==> config.mk <==
export PLATFORM = sky130hd
export DESIGN_NAME = aes_ct_serializer_flat
export DESIGN_NICKNAME = d
export VERILOG_FILES = /design/src/rtl/aes_ct_serializer_if.sv /design/src/rtl/aes_ct_serializer.sv /design/src/flat_wrapper.sv
export SDC_FILE = /design/constraint.sdc
export NUM_CORES = 1
export LEC_CHECK = 0
export CORE_MARGIN = 8
export CORE_UTILIZATION = 57
export DETAILED_ROUTE_END_ITERATION = 8
export DONT_BUFFER_PORTS = 1
export GPL_ROUTABILITY_DRIVEN = 0
export PLACE_DENSITY = 0.75
export SKIP_CTS_REPAIR_TIMING = 1
export SYNTH_ARGS = -nofsm -noshare
export SYNTH_HDL_FRONTEND = slang
export SYNTH_SLANG_ARGS = --single-unit
export TNS_END_PERCENT = 5
==> constraint.sdc <==
create_clock -name clk -period 4.7 [get_ports clk]
set_clock_uncertainty 0.05 [all_clocks]
set_input_delay 0.47 -clock clk [delete_from_list [all_inputs] [get_ports clk]]
set_output_delay 0.47 -clock clk [all_outputs]
set_load 0.05 [all_outputs]
==> src/rtl/aes_ct_serializer_if.sv <==
// Handshake bundle between the AES ciphertext source, the block serializer and the byte consumer.
// The serializer connects through the slave modport; the driving side uses master.
interface aes_ct_serializer_if;
    logic         ct_valid;
    logic [127:0] ciphertext;
    logic         ct_ready;
    logic [7:0]   dout;
    logic         dout_valid;
    logic         dout_ready;
    logic         dout_last;
    logic         ovf;
    logic         clr_ovf;

    modport master (
        output ct_valid, ciphertext, dout_ready, clr_ovf,
        input  ct_ready, dout, dout_valid, dout_last, ovf
    );

    modport slave (
        input  ct_valid, ciphertext, dout_ready, clr_ovf,
        output ct_ready, dout, dout_valid, dout_last, ovf
    );
endinterface

==> src/rtl/aes_ct_serializer.sv <==
// Buffers 128-bit AES ciphertext blocks in a small FIFO and streams them out one byte at a time.
// Define AES_CT_OVF_EN to build the sticky overflow flag; otherwise ovf is tied low.
module aes_ct_serializer #(
    parameter int DEPTH     = 2,
    parameter bit MSB_FIRST = 1'b1
) (
    input logic              clk,
    input logic              reset,
    aes_ct_serializer_if.slave bus
);
    localparam int PW = $clog2(DEPTH);
    localparam int CW = $clog2(DEPTH) + 1;
    localparam logic [PW-1:0] PTR_ONE = PW'(32'd1);
    localparam logic [CW-1:0] CNT_ONE = CW'(32'd1);
    localparam logic [CW-1:0] CNT_FULL = CW'(DEPTH);
    localparam logic [CW-1:0] CNT_ZERO = CW'(32'd0);

    logic [127:0]  mem_r [DEPTH];
    logic [PW-1:0] wr_ptr_r;
    logic [PW-1:0] rd_ptr_r;
    logic [CW-1:0] count_r;
    logic [3:0]    byte_idx_r;
    logic [7:0]    dout_r;
    logic          dout_valid_r;
    logic          dout_last_r;
    logic          ct_ready_r;

    logic          full_s;
    logic          push_s;
    logic          xfer_s;
    logic          pop_s;
    logic [PW-1:0] wr_ptr_nxt_s;
    logic [PW-1:0] rd_ptr_nxt_s;
    logic [CW-1:0] count_nxt_s;
    logic [3:0]    byte_idx_nxt_s;
    logic [127:0]  head_nxt_s;

    function automatic logic [7:0] byte_sel(input logic [127:0] blk, input logic [3:0] idx);
        logic [3:0]   pos;
        logic [127:0] shifted;
        pos     = MSB_FIRST ? (4'd15 - idx) : idx;
        shifted = blk >> {pos, 3'b000};
        return shifted[7:0];
    endfunction

    // Next-state of pointers, occupancy and byte position; head_nxt_s is the block shown after the edge.
    always_comb begin
        full_s = (count_r == CNT_FULL);
        push_s = bus.ct_valid && !full_s;
        xfer_s = (count_r != CNT_ZERO) && bus.dout_ready;
        pop_s  = xfer_s && (byte_idx_r == 4'd15);

        wr_ptr_nxt_s = push_s ? (wr_ptr_r + PTR_ONE) : wr_ptr_r;
        rd_ptr_nxt_s = pop_s ? (rd_ptr_r + PTR_ONE) : rd_ptr_r;

        if (pop_s) begin
            byte_idx_nxt_s = 4'd0;
        end else if (xfer_s) begin
            byte_idx_nxt_s = byte_idx_r + 4'd1;
        end else begin
            byte_idx_nxt_s = byte_idx_r;
        end

        case ({push_s, pop_s})
            2'b10:   count_nxt_s = count_r + CNT_ONE;
            2'b01:   count_nxt_s = count_r - CNT_ONE;
            default: count_nxt_s = count_r;
        endcase

        // The slot being written this edge becomes the head when the FIFO drains into it.
        if (push_s && (rd_ptr_nxt_s == wr_ptr_r)) begin
            head_nxt_s = bus.ciphertext;
        end else begin
            head_nxt_s = mem_r[rd_ptr_nxt_s];
        end
    end

    // Block storage; contents need no reset because occupancy gates every read.
    always_ff @(posedge clk) begin
        if (push_s) begin
            mem_r[wr_ptr_r] <= bus.ciphertext;
        end
    end

    // Control state and registered byte-side outputs.
    always_ff @(posedge clk or negedge reset) begin
        if (!reset) begin
            wr_ptr_r     <= '0;
            rd_ptr_r     <= '0;
            count_r      <= CNT_ZERO;
            byte_idx_r   <= 4'd0;
            dout_r       <= 8'd0;
            dout_valid_r <= 1'b0;
            dout_last_r  <= 1'b0;
            ct_ready_r   <= 1'b1;
        end else begin
            wr_ptr_r     <= wr_ptr_nxt_s;
            rd_ptr_r     <= rd_ptr_nxt_s;
            count_r      <= count_nxt_s;
            byte_idx_r   <= byte_idx_nxt_s;
            dout_valid_r <= (count_nxt_s != CNT_ZERO);
            dout_r       <= (count_nxt_s != CNT_ZERO) ? byte_sel(head_nxt_s, byte_idx_nxt_s) : 8'd0;
            dout_last_r  <= (count_nxt_s != CNT_ZERO) && (byte_idx_nxt_s == 4'd15);
            ct_ready_r   <= (count_nxt_s != CNT_FULL);
        end
    end

    assign bus.dout       = dout_r;
    assign bus.dout_valid = dout_valid_r;
    assign bus.dout_last  = dout_last_r;
    assign bus.ct_ready   = ct_ready_r;

`ifdef AES_CT_OVF_EN
    logic ovf_r;

    // Sticky drop indicator; a clear request wins over a same-cycle drop.
    always_ff @(posedge clk or negedge reset) begin
        if (!reset) begin
            ovf_r <= 1'b0;
        end else if (bus.clr_ovf) begin
            ovf_r <= 1'b0;
        end else if (bus.ct_valid && full_s) begin
            ovf_r <= 1'b1;
        end else begin
            ovf_r <= ovf_r;
        end
    end

    assign bus.ovf = ovf_r;
`else
    assign bus.ovf = 1'b0;
`endif
endmodule

==> src/flat_wrapper.sv <==
// flat-port wrapper written by rule: the top's interface ports become plain ports
module aes_ct_serializer_flat 
#(
    parameter int DEPTH     = 2,
    parameter bit MSB_FIRST = 1'b1
)
  (clk, reset, bus_ct_valid, bus_ciphertext, bus_dout_ready, bus_clr_ovf, bus_ct_ready, bus_dout, bus_dout_valid, bus_dout_last, bus_ovf);
  aes_ct_serializer_if bus_i ();
  input logic clk;
  input logic reset;
  input wire logic [$bits(bus_i.ct_valid)-1:0] bus_ct_valid;
  input wire logic [$bits(bus_i.ciphertext)-1:0] bus_ciphertext;
  input wire logic [$bits(bus_i.dout_ready)-1:0] bus_dout_ready;
  input wire logic [$bits(bus_i.clr_ovf)-1:0] bus_clr_ovf;
  output wire logic [$bits(bus_i.ct_ready)-1:0] bus_ct_ready;
  output wire logic [$bits(bus_i.dout)-1:0] bus_dout;
  output wire logic [$bits(bus_i.dout_valid)-1:0] bus_dout_valid;
  output wire logic [$bits(bus_i.dout_last)-1:0] bus_dout_last;
  output wire logic [$bits(bus_i.ovf)-1:0] bus_ovf;
  assign bus_i.ct_valid = bus_ct_valid;
  assign bus_i.ciphertext = bus_ciphertext;
  assign bus_i.dout_ready = bus_dout_ready;
  assign bus_i.clr_ovf = bus_clr_ovf;
  assign bus_ct_ready = bus_i.ct_ready;
  assign bus_dout = bus_i.dout;
  assign bus_dout_valid = bus_i.dout_valid;
  assign bus_dout_last = bus_i.dout_last;
  assign bus_ovf = bus_i.ovf;
  aes_ct_serializer #(.DEPTH(DEPTH), .MSB_FIRST(MSB_FIRST)) u_core (.clk(clk), .reset(reset), .bus(bus_i));
endmodule
Word-level counts from Yosys, hierarchy flattened --
Memory sizes are Yosys's and may differ from the RTL's. Index checks and enable logic that the tools add are counted.
Word-level totals: flip-flop bits (word level) 19, RAM bits 256, input port bits 133, output and inout port bits 12, word-level logic and storage cells 39, memories 1
Cells by class: add/subtract/negate cells 6, equal/unequal tests 7, shifts and indexed selects 1, mux-type cells 8, reduce and logical (&&, ||, !) cells 8
Memories:
- u_core.mem_r | depth 2, width 128, read ports 1, clocked after memory_dff 0, wr ports 1, line aes_ct_serializer.sv:18 | logic [127:0] mem_r [DEPTH];
Operators with widths (count):
- 128-bit 2-to-1 mux | 1
- 128-bit by 7-bit >> shifter with 8-bit output | 1
- 4-bit equality test (second input constant) | 2
- 4-bit 2-to-1 mux | 2
- 8-bit 2-to-1 mux | 1
- 1-bit logical AND | 5
- 4-bit by 1-bit adder with 4-bit output (second input constant) | 1
- 2-bit equality test (second input constant) | 2
- 2-bit one-hot mux with 2 select lines | 1
- 2-bit nonzero test | 2
- 4-bit subtractor (first input constant) | 1
- 1-bit 2-to-1 mux | 3
- 1-bit adder (second input constant) | 2
- 2-bit by 1-bit adder with 2-bit output (second input constant) | 1
- 2-bit by 1-bit equality test with 1-bit output (second input constant) | 1
- 2-bit inequality test (second input constant) | 1
- 2-bit by 1-bit subtractor with 2-bit output (second input constant) | 1
- 1-bit equality test | 1
- 1-bit zero test | 1

Depth between registers and ports, before layout --
depth after elaboration 9, gate-level depth with buffers 13, mapped depth without buffers 12

Worst setup path before layout --
No wires, ideal clock.
path kind register to register, start register u_core.count_r[1], end register u_core.dout_r[2], in the netlist u_core.bus.dout[2], setup time 0.082 ns, arrival 4.898 ns, data required time 4.568 ns, path slack -0.330 ns, stages on the path, launching flop included 11, path buffers 1, clock period less this slack 5.030 ns, path through dfrtp_1 inv_1 o21ai_1 or2_2 inv_1 mux2i_1 clkbuf_1 o21ai_0 a21oi_1 or3_1 o22ai_1
Between the ends: word-level cells in the longest chain between the ends 9, elaborated cells between the ends (all ways) 22, classes of those cells add/sub: 3; eq/ne: 4; shift: 1; mux: 6; reduce/logical: 7; memory: 1
RTL lines:
- start: declaration | line aes_ct_serializer.sv:21 | logic [CW-1:0] count_r;
- start signal: assignment | line aes_ct_serializer.sv:99 | count_r <= count_nxt_s;
- branches (longest 8 deep; another with 4-bit subtractor)
- 8-bit 2-to-1 mux (*) | line aes_ct_serializer.sv:102 | dout_r <= (count_nxt_s != CNT_ZERO) ? byte_sel(head_nxt_s, byte_idx_nxt_s) : 8'd0;
- end signal: assignment | line aes_ct_serializer.sv:102
- end: declaration | line aes_ct_serializer.sv:23 | logic [7:0] dout_r;
Mark *: on every way between the ends. A chain may end at the register's enable or synchronous reset.

Worst setup path in the final report --
start register u_core.byte_idx_r[0], end register u_core.dout_r[3], in the netlist u_core.bus.dout[3]
Between the ends: word-level cells in the longest chain between the ends 8, elaborated cells between the ends (all ways) 17, classes of those cells add/sub: 2; eq/ne: 4; shift: 1; mux: 6; reduce/logical: 3; memory: 1
RTL lines:
- start: declaration | line aes_ct_serializer.sv:22 | logic [3:0] byte_idx_r;
- start signal: assignment | line aes_ct_serializer.sv:100 | byte_idx_r <= byte_idx_nxt_s;
- branches (longest 7 deep; another with 4-bit by 1-bit adder with 4-bit output)
- 8-bit 2-to-1 mux (*) | line aes_ct_serializer.sv:102
Marked as above.

==> flow_summary.ini <==
[grt]
antenna_found_initial = 0
grt_first_pass_wirelength_um = 37400
grt_pass1_vias = 6349
grt_overflow = 0
grt_start_max_net_pins = 111
track_usage_pct = 18.8

[synthesis]
synth_fp_nets = 792
synth_top_area_share_pct = 65.4
netlist_instances = 657
synth_flop_cell = edfxtp_1
synthTopCellsByCount = 256 x edfxtp_1, 65 x mux2i_1, 64 x mux4_2, 38 x a21oi_1, 31 x o21ai_0
synth-async-reset-ratio_pct = 6.91
syn_avg_cell_area_um2 = 17.9
seq_area_frac_synth_pct = 69.4
synth_top_area_cell = edfxtp_1
ys_types = 45
syn_area_mm2 = 0.0118
yosysMostFrequentCell = edfxtp_1
synth.top_cells.by_area = edfxtp_1 65%, mux4_2 12%, mux2i_1 5.5%, dfrtp_1 3.8%, a21oi_1 1.6%
ys_ff_latch = 275
ys_warn_count = 0
synth_edf_count = 256

[cts]
numCtsBuffers = 27
tritoncts = done
clk_latency_ns = 0.53
cts_htree_levels = 1
cts-root-buf = clkbuf_16
clockBufferDepth = 3
clk_pin_slew_ns = 0.06
clock_sinks = 275

[die]
core-area_mm2 = 0.0202
die-area_mm2 = 0.0255
die_h_um = 160
num_rows = 52
die_x_um = 160
io_pins = 145
start_util_pct = 58.1

[critical_path]
cpPeakStageDelay_ns = 0.47
critPathMostFrequentCell = buf_4
worst-path-buf-inv = 3
worstReg2RegEnd = u_core.bus.dout[3]
worstPathArrival_ns = 3.70
r2r-start = u_core.byte_idx_r[0]
r2r_slack_ns = 1.35
critPathMaxFanout = 21
critPathCaptureType = flop
worstSetupPathType = flop to flop
path_cells = ha_1 -> nand3_2 -> and2_1 -> a22oi_2 -> buf_4 -> inv_1 -> nor2_1 -> buf_4 -> o21ai_0 -> a21oi_1 -> nor3_1 -> o2bb2ai_1
reg2reg_depth = 12
cp-start-kind = flop
critPathSlowestCell = dfrtp_1
required_ns = 5.04
cpLargestDelayFamily = buffers and inverters

[hold_path]
hold_path.class = input pin to flop
min_from = bus_ct_valid
min_path_cells = 3
holdPathEnd = u_core.wr_ptr_r

[timing]
slew_viol_final = 0
fmax_mhz = 298
worstMarginPinSlew_ns = 1.14
min_period_ns = 3.35
finalSetupViolations = 0
hold_viol = 0
rsz0062_at_grt = false
period_share_pct = 71.3
maxSlewHeadroom_pct = 23.6
fin_setup_tns_ns = 0

[detailed_routing]
drt_pre_antenna_iters = 5
vias = 6723
antenna_left = 0
drtIter0Drc = 626
routed_via_density = 6.25
totalWireLength_um = 27800
post_drt_wl_per_cell_um = 25.8
drc = 0

[place]
hpwl_um = 16000
port_buffers = 0

[cells_and_area]
fin_util_pct = 69.8
antenna_cells = 0
area.growth.synth_to_final_pct = 20.1
layout.nets = 921
drive_above_1_share_pct = 16.1
fillers = 1282

[flow_run]
drv_cap = 0

[power_and_ir_drop]
ir_drop_mv = 0.477
power_density_mw_per_mm2 = 661
leakagePower_nw = 4.86

[outcome]
status = completed
## cells in the final DEF, fill, tap and decap left out, types with 2 or more instances in the layout
cell and count:
dfrtp_1 18, a21oi_1 38, a41oi_1 2, buf_12 3
nand3_1 6, clkinvlp_4 3, bufinv_16 3, a211o_1 2
buf_4 10, mux2i_4 2, o2bb2ai_1 3, inv_1 5
a211oi_1 20, ha_1 2, nand2_1 17, mux4_2 64
nor2_1 20, mux2i_1 63, dlygate4sd3_1 129, o211ai_1 9
clkinv_2 7, xnor2_1 2, o21ai_1 12, nand2b_1 2
clkinv_1 3, o22ai_1 2, edfxtp_1 256, o21ai_0 31
or3_1 7, nor3_1 12, clkbuf_16 27, a21o_1 2
clkbuf_1 8
## area by class of cell
type / instances / area (um^2) / area share (%)
clock buffers: 35 / 706 / 4.99
clock inverters: 14 / 144 / 1.02
inverters: 7 / 33.8 / 0.239
multi-input cells: 333 / 3320 / 23.5
flip-flops and latches: 275 / 8160 / 57.8
well taps: 270 / 338 / 2.39
repair buffers: 142 / 1430 / 10.1
## routing by layer
metal,up-vias,GRT usage (%),wire (um)
met5,-,0,0
met1,3436,22.7,10900
li1,2947,-,-
met3,49,7.76,2260
met4,0,3.52,652
met2,291,31.5,13900
## kinds of logic (layout without fill, tap and decap cells)
kind of cell	after synthesis	after routing	share of synthesized area [%]
flip-flops	275	275	69.4
multiplexers	130	130	17.9
buffers and inverters	49	198	2.57
adder cells (fa/ha/maj)	2	2	0.213
XOR/XNOR	5	5	0.596
AO/OA/AOI/OAI	126	126	6.52
other	1	1	0.0319
AND/OR/NAND/NOR	69	69	2.77
## metrics by stage
stage          hold slack [ns]  setup slack, ns  total power, mW  instances  area (um^2)
6_report                 0.147             1.35             9.33       1076        14100
5_1_grt                  0.158             1.21             9.79       1076        14100
4_1_cts                 -0.430             1.31             9.26        946        12800
3_5_place_dp             0.126             1.37             7.18        897        12000
3_3_place_gp             0.126             1.46             7.08        897        12000
2_1_floorplan            0.124            0.568             6.43        657        11800
## state kept, by name, indices dropped and copies added (netlist names)
name / cells
u_core.bus.ct_ready: 1
u_core.bus.dout: 8
u_core.bus.dout_last: 1
u_core.bus.dout_valid: 1
u_core.byte_idx_r: 4
u_core.count_r: 2
u_core.mem_r: 256
u_core.rd_ptr_r: 1
u_core.wr_ptr_r: 1
## worst reg2reg max path, delay by kind of cell, from the launching register on
kind            cells  cell delay (ns)
buf+inv             3             0.98
compound gates      4             0.78
simple gates        4             0.66
flops               1             0.47
fa+ha+maj           1             0.26
## report_power, final
group	switching (mW)	internal [mW]
logic	2.06	1.51
clock network	0.863	1.22
registers	0.329	3.35
## worst max path at each step
stage                    startpoint            endpoint  depth (start not counted)
2_1_floorplan     u_core.count_r[0]  u_core.bus.dout[1]                          9
3_3_place_gp   u_core.byte_idx_r[0]  u_core.bus.dout[3]                         12
3_5_place_dp   u_core.byte_idx_r[0]  u_core.bus.dout[3]                         12
4_1_cts        u_core.byte_idx_r[0]  u_core.bus.dout[3]                         12
5_1_grt        u_core.byte_idx_r[0]  u_core.bus.dout[7]                         12
6_report       u_core.byte_idx_r[0]  u_core.bus.dout[3]                         12
No activity file was read; power rests on OpenSTA's default activity.
